<file path="config.mk">
export PLATFORM = sky130hd
export DESIGN_NAME = fifo_sync_ctrl_ram
export DESIGN_NICKNAME = d
export VERILOG_FILES = /design/src/rtl/fifo_sync_ctrl_ram.sv
export SDC_FILE = /design/constraint.sdc
export NUM_CORES = 2
export LEC_CHECK = 0
export BUFFER_PORTS_ARGS = -buffer_cell sky130_fd_sc_hd__buf_2
export CORE_MARGIN = 5
export CORE_UTILIZATION = 56
export CTS_BUF_LIST = sky130_fd_sc_hd__clkbuf_16
export DETAILED_ROUTE_END_ITERATION = 10
export MAX_ROUTING_LAYER = met4
export PLACE_DENSITY = 0.72
export SYNTH_ARGS = -nofsm -noshare
export SYNTH_HDL_FRONTEND = slang
export SYNTH_SLANG_ARGS = --single-unit
</file>
<file path="constraint.sdc">
create_clock -name CLOCK -period 6.1 [get_ports CLOCK]
set_input_delay 0.305 -clock CLOCK [delete_from_list [all_inputs] [get_ports CLOCK]]
set_output_delay 0.305 -clock CLOCK [all_outputs]
set_load 0.005 [all_outputs]
</file>
<file path="src/rtl/fifo_sync_ctrl_ram.sv">
// Single-clock FIFO with pointer/occupancy control, registered flags and an
// inferred synchronous-read storage array. Read data passes through one
// (PIPE=0) or two (PIPE=1) register stages after the RAM read register.
// The storage array and its read register carry no reset so they map onto
// block RAM.
module fifo_sync_ctrl_ram #(
    parameter int WIDTH     = 32,
    parameter int DEPTH     = 128,
    parameter int PIPE      = 1,
    parameter int AFULL_TH  = 120,
    parameter int AEMPTY_TH = 8
) (
    input  logic                   CLOCK,
    input  logic                   RESET,
    input  logic                   CLR,
    input  logic                   WE,
    input  logic [WIDTH-1:0]       DATA,
    input  logic                   RE,
    output logic [WIDTH-1:0]       Q,
    output logic                   RVALID,
    output logic                   FULL,
    output logic                   EMPTY,
    output logic                   AFULL,
    output logic                   AEMPTY,
    output logic [$clog2(DEPTH):0] COUNT,
    output logic                   OVERFLOW,
    output logic                   UNDERFLOW
);

    localparam int AW = $clog2(DEPTH);
    localparam int CW = AW + 1;
    localparam logic [CW-1:0] DEPTH_C     = CW'(DEPTH);
    localparam logic [CW-1:0] AFULL_TH_C  = CW'(AFULL_TH);
    localparam logic [CW-1:0] AEMPTY_TH_C = CW'(AEMPTY_TH);

    logic [WIDTH-1:0] mem [DEPTH];
    logic [AW-1:0]    wptr;
    logic [AW-1:0]    rptr;
    logic             wr_acc;
    logic             rd_acc;
    logic [CW-1:0]    count_nxt;
    logic [WIDTH-1:0] ram_rd;
    logic             rd_v1;
    logic [WIDTH-1:0] out_d;
    logic             out_v;

    // Accept decisions use the flags registered this cycle; flush overrides both.
    always_comb begin
        wr_acc    = WE && !FULL && !CLR;
        rd_acc    = RE && !EMPTY && !CLR;
        count_nxt = COUNT;
        if (CLR) begin
            count_nxt = '0;
        end else if (wr_acc && !rd_acc) begin
            count_nxt = COUNT + CW'(1);
        end else if (rd_acc && !wr_acc) begin
            count_nxt = COUNT - CW'(1);
        end
    end

    // Pointers, occupancy, flags and strobes, all reflecting the state after this edge.
    always_ff @(posedge CLOCK or posedge RESET) begin
        if (RESET) begin
            wptr      <= '0;
            rptr      <= '0;
            COUNT     <= '0;
            FULL      <= 1'b0;
            EMPTY     <= 1'b1;
            AFULL     <= 1'b0;
            AEMPTY    <= 1'b1;
            OVERFLOW  <= 1'b0;
            UNDERFLOW <= 1'b0;
        end else begin
            if (CLR) begin
                wptr <= '0;
                rptr <= '0;
            end else begin
                if (wr_acc) wptr <= wptr + AW'(1);
                if (rd_acc) rptr <= rptr + AW'(1);
            end
            COUNT     <= count_nxt;
            FULL      <= (count_nxt == DEPTH_C);
            EMPTY     <= (count_nxt == '0);
            AFULL     <= (count_nxt >= AFULL_TH_C);
            AEMPTY    <= (count_nxt <= AEMPTY_TH_C);
            OVERFLOW  <= WE && FULL && !CLR;
            UNDERFLOW <= RE && EMPTY && !CLR;
        end
    end

    // Storage array with registered read port; no reset so it infers block RAM.
    always_ff @(posedge CLOCK) begin
        if (wr_acc) mem[wptr] <= DATA;
        if (rd_acc) ram_rd <= mem[rptr];
    end

    // Tracks which RAM read-register loads carry a real read; not cleared by flush.
    always_ff @(posedge CLOCK or posedge RESET) begin
        if (RESET) rd_v1 <= 1'b0;
        else       rd_v1 <= rd_acc;
    end

    generate
        if (PIPE != 0) begin : g_pipe
            logic [WIDTH-1:0] d2;
            logic             v2;

            // Extra register stage between the RAM read register and the output.
            always_ff @(posedge CLOCK or posedge RESET) begin
                if (RESET) begin
                    d2 <= '0;
                    v2 <= 1'b0;
                end else begin
                    if (rd_v1) d2 <= ram_rd;
                    v2 <= rd_v1;
                end
            end

            assign out_d = d2;
            assign out_v = v2;
        end else begin : g_nopipe
            assign out_d = ram_rd;
            assign out_v = rd_v1;
        end
    endgenerate

    // Output register: Q holds the last word read, RVALID pulses once per read.
    always_ff @(posedge CLOCK or posedge RESET) begin
        if (RESET) begin
            Q      <= '0;
            RVALID <= 1'b0;
        end else begin
            if (out_v) Q <= out_d;
            RVALID <= out_v;
        end
    end

endmodule
</file>
==> Word level (Yosys, flattened, before mapping) <==
Memory sizes are Yosys's and may differ from the RTL's. A register that Yosys moved wholly into a read port is not among the register bits.
Cells that the tools add are included.
{ "classes": {"addsub": 4, "n_lt_le_gt_ge": 2, "eq_ne": 1, "muxes": 9, "reduce_logical": 18} }
{ "ops": {"columns": ["cell", "n"], "rows": [
  ["$mux 7", 4],
  ["$mux 8", 3],
  ["$add 7x1->7 const B", 2],
  ["$logic_and 1x1->1", 10],
  ["$add 8x1->8 const B", 1],
  ["$eq 8x8->1 const B", 1],
  ["$ge 8x7->1 const B", 1],
  ["$le 8x4->1 const B", 1],
  ["$logic_not 8->1", 1],
  ["$sub 8x1->8 const B", 1],
  ["$logic_not 1->1", 5],
  ["$reduce_bool 2->1", 2],
  ["$mux 1", 2]
]} }
{ "word_totals": {"reg_bits": 95, "ram_bits": 4096, "inputBits": 37, "output_inout_bits": 47, "word_cells": 49, "n_memories": 1} }
{ "mem_list": {"columns": ["memory", "depth", "width", "read_ports", "rd_ports_with_merged_regs", "write_ports", "line", "rtl"], "rows": [
  ["mem", 128, 32, 1, 1, 1, "36", "logic [WIDTH-1:0] mem [DEPTH];"]
]} }

==> Longest topological paths before layout <==
{ "depth": {"word_depth": 9, "depth_mapped": 12} }

==> Least setup slack after synthesis <==
No wires, ideal clock.
{ "synth_timing": {"kind": "input -> register", "startpoint": "input CLR", "endpoint": "memory mem[80][0] (enable)", "t_arrival_ns": 4.379, "t_required_ns": 5.598, "setup_slack_ns": 1.219, "cell_stages": 5, "path_cell_list": "clkbuf_1 > nor3b_1 > and2_1 > nand2_1 > nor4_1"} }
{ "synth_via": {"elab_chain_cells": 4} }
{ "synth_rtl": {"columns": ["item", "line", "rtl"], "rows": [
  ["from (decl)", "15", "input logic CLR,"],
  ["$logic_not 1->1", "49", "wr_acc = WE && !FULL && !CLR;"],
  ["$logic_and 1x1->1", "49", null],
  ["$mux 1", "93", "if (wr_acc) mem[wptr] <= DATA;"],
  ["$mux 1 (not written as such)", "93", null],
  ["to (decl)", "36", null]
]} }
No other way between the ends.

==> impl_metrics.toml <==
[routing]
drt-initial-drc-count = 14430
drc = 0
first_pass_iters = 6
dr_total_vias = 82840
routed_wl_um = 454800
detail-route-antenna-nets = 0
wl_per_cell_um = 38.03
via_per_inst = 6.928

[setup_path]
crit_type = "reg2reg"
crit_family = "compound AO/OA/AOI/OAI gates"
crit_required_ns = 6.78
cp_num_buf_inv = 2
crit_arrival_ns = 5.78
crit_path_start = "rptr[0]"
r2r_cells = 8
cp.depth = 8
timing.rr.start = "rptr[0]"
r2r_end = "ram_rd[7]"
crit_end = "ram_rd[7]"
slowest_stage = "dfrtp_4"
path_cells = "buf_12, buf_12, mux4_2, a22oi_1, a21oi_1, o21ai_0, o21ai_0, o21a_1"
worstSetupEndpointType = "register"
rrSetupSlack_ns = 0.99
slowest_delay_ns = 1.13
start_kind = "register"
critPathMaxFanout = 55

[global_routing]
grt_max_degree = 97
grt_pass1_vias = 81930
gr-total-overflow = 0
antenna_found_initial = 41
grt_use_total_pct = 31.22
grt_pass1_wl_um = 638800

[clocking]
cts.sinks = 4223
cts_tree = "done"
clk_latency_ns = 0.95
post_cts_buffers = 0
root_buffer = "clkbuf_16"
cts.repair.resized = 0
clkTransAtPathRegs_ns = 0.07
cts_buffer_depth = 4
cts_buffers = 414
htreeDepth = 5

[placement]
io_buffers = 83
place.gp.congestion = 0.8593
dpl.hpwl_um = 258000

[timing]
maxSlewViolCount = 4
max_freq_mhz = 195.8
fin_skew_ns = 0.07524
tightest_slew_ns = 1.602
hold_slack_ns = 0.03892
max_slew_margin_pct = -7.618
fin_crit_ns = 5.107
setup_tns_ns = 0
hold_violations = 0
grt_setup_unrepaired = "no"
finalSetupViolCount = 0
finalCritPeriodShare_pct = 83.72

[logic_synthesis]
yosys.area_share.simple_pct = 1.497
yosysTopAreaCell = "edfxtp_1"
ys_seq_elements = 4223
ys_types = 69
syn_area_um2 = 162000
syn_inst = 7379
synthMuxAreaShare_pct = 16.02
synth.top_cell.area_share_pct = 76.53
seq_area_frac_synth_pct = 78.00
syn_avg_cell_area_um2 = 21.95
ys.flop_type = "edfxtp_1"
yosysMostFrequentCell = "edfxtp_1"
synth_edf_count = 4128
async_flop_share_pct = 2.250
yosysWarnings = 0
synth-adder-area-share_pct = 0.03090
synth_xor_xnor_area_share_pct = 0.08111
synth.net_count = 7420
synth_top_family_by_area = "multiplexers"
synth_common_cells = "edfxtp_1, mux4_2, mux2i_1, nand2_1, nor2_1"
synthTopCellsByArea = "edfxtp_1, mux4_2, mux2i_1, dfrtp_1, mux2_2"
synth_compound_area_share_pct = 2.840

[floorplan]
rows = 197
fp.dieW_um = 547.8
die_h_um = 547.8
die-area_um2 = 300100
core_um2 = 288100
io_pins = 84
start_util_pct = 56.21

[status]
violations = "max-capacitance violations, max-slew violations"
status = "finished, violations left"

[power]
pwr_density_cell_nw_per_um2 = 341.0
peakVddDrop_uv = 288.5
p_leak_nw = 56.78

[finish]
fillers = 18530
areaGrowthSynthToFinish_pct = 12.56
drive_gt1_share_pct = 26.54
finalNetCount = 7858

[job]
maxCapViolCount = 2

[worst_hold_path]
hold_class = "in2async"
## metal layers
metal	wire length, um	up-vias	global-route usage (%)
li1	-	31980	-
met1	157800	43420	42.03
met2	211500	6424	45.97
met3	62460	1020	8.120
met4	23040	0	13.27
met5	0	-	-
## through the flow
step	instance area [um^2]	cells	power, W	setup slack [ns]	util [%]
3_5_place_dp	168700	11150	0.03788	1.155	58.56
5_1_grt	182300	11950	0.06394	1.010	63.27
4_1_cts	182200	11920	0.06231	1.090	63.24
2_1_floorplan	162000	7379	0.03615	1.219	-
3_3_place_gp	168700	11140	0.03777	0.8782	58.54
6_report	182300	11960	0.06217	0.9932	63.28
## state kept, by name, summed over array words and instances (netlist names), 7 cells and up
signal and count:
COUNT 8, Q 32, g_pipe.d2 32, mem 4096, ram_rd 32, rptr 7, wptr 7
## where the power goes
| part | switching, W | total [W] | leakage, nW | internal, W |
|---|---|---|---|---|
| logic | 0.00273 | 0.00492 | 11.8 | 0.00219 |
| clock network | 0.0108 | 0.0249 | 6.73 | 0.0141 |
| registers | 0.000247 | 0.0324 | 38.3 | 0.0321 |
## worst min-delay path: cells and delay by family
| kind | cells | cell delay [ns] |
|---|---|---|
| buf+inv | 3 | 1.08 |
## worst min path at each step
| stage | to | slack, ns | cells after the start |
|---|---|---|---|
| after CTS | wptr[1] | 0.006 | 3 |
| after global placement | wptr[2] | 0.43 | 2 |
| after detailed placement | wptr[2] | 0.43 | 2 |
| after floorplan | RVALID | 0.35 | 0 |
| final | wptr[1] | 0.04 | 3 |
| after global routing | mem[114][4] | 0.05 | 1 |
## placed cells by master (no fill, tap or decap), drive strengths merged, types with 15 or more instances in the layout
cell type | netlist | routed
a211o | 15 | 15
diode | 0 | 34
a221oi | 25 | 25
a22oi | 72 | 72
nand3 | 31 | 31
edfxtp | 4128 | 4128
dfrtp | 93 | 93
mux2i | 450 | 450
a31oi | 17 | 17
buf | 290 | 420
mux2 | 86 | 86
inv | 11 | 99
a2111oi | 15 | 15
clkbuf | 142 | 419
bufinv | 0 | 39
nor2 | 200 | 200
o21ai | 139 | 139
nor3 | 50 | 50
dlygate4sd3 | 0 | 34
a21oi | 114 | 114
a211oi | 28 | 28
nand2 | 231 | 231
o22ai | 86 | 86
clkinv | 0 | 184
o221ai | 62 | 62
mux4 | 909 | 909
nor2b | 16 | 16
## cells by family after synthesis
logic type / after synthesis
compound gates: 677
xor+xnor: 15
fa+ha+maj: 4
buf+inv: 443
flops: 4223
mux: 1445
simple gates: 572
## cell type report
class                           instances  area, um^2  area share (%)
Sequential cell                      4223      126400           69.31
Multi-Input combinational cell       2713       34220           18.77
Clock buffer                          419       10490           5.751
Tap cell                             3781        4731           2.595
Timing Repair Buffer                  454        3741           2.052
Clock inverter                        323        2645           1.451
Antenna cell                           34       85.08         0.04666
Inverter                               11       56.30         0.03088
## what timing repair did
action                     in CTS  in global routing
hold endpoints to repair     1202                  0
setup endpoints to repair       0                  0
hold buffers                   34                  0
No activity file was read; power rests on OpenSTA's default activity.
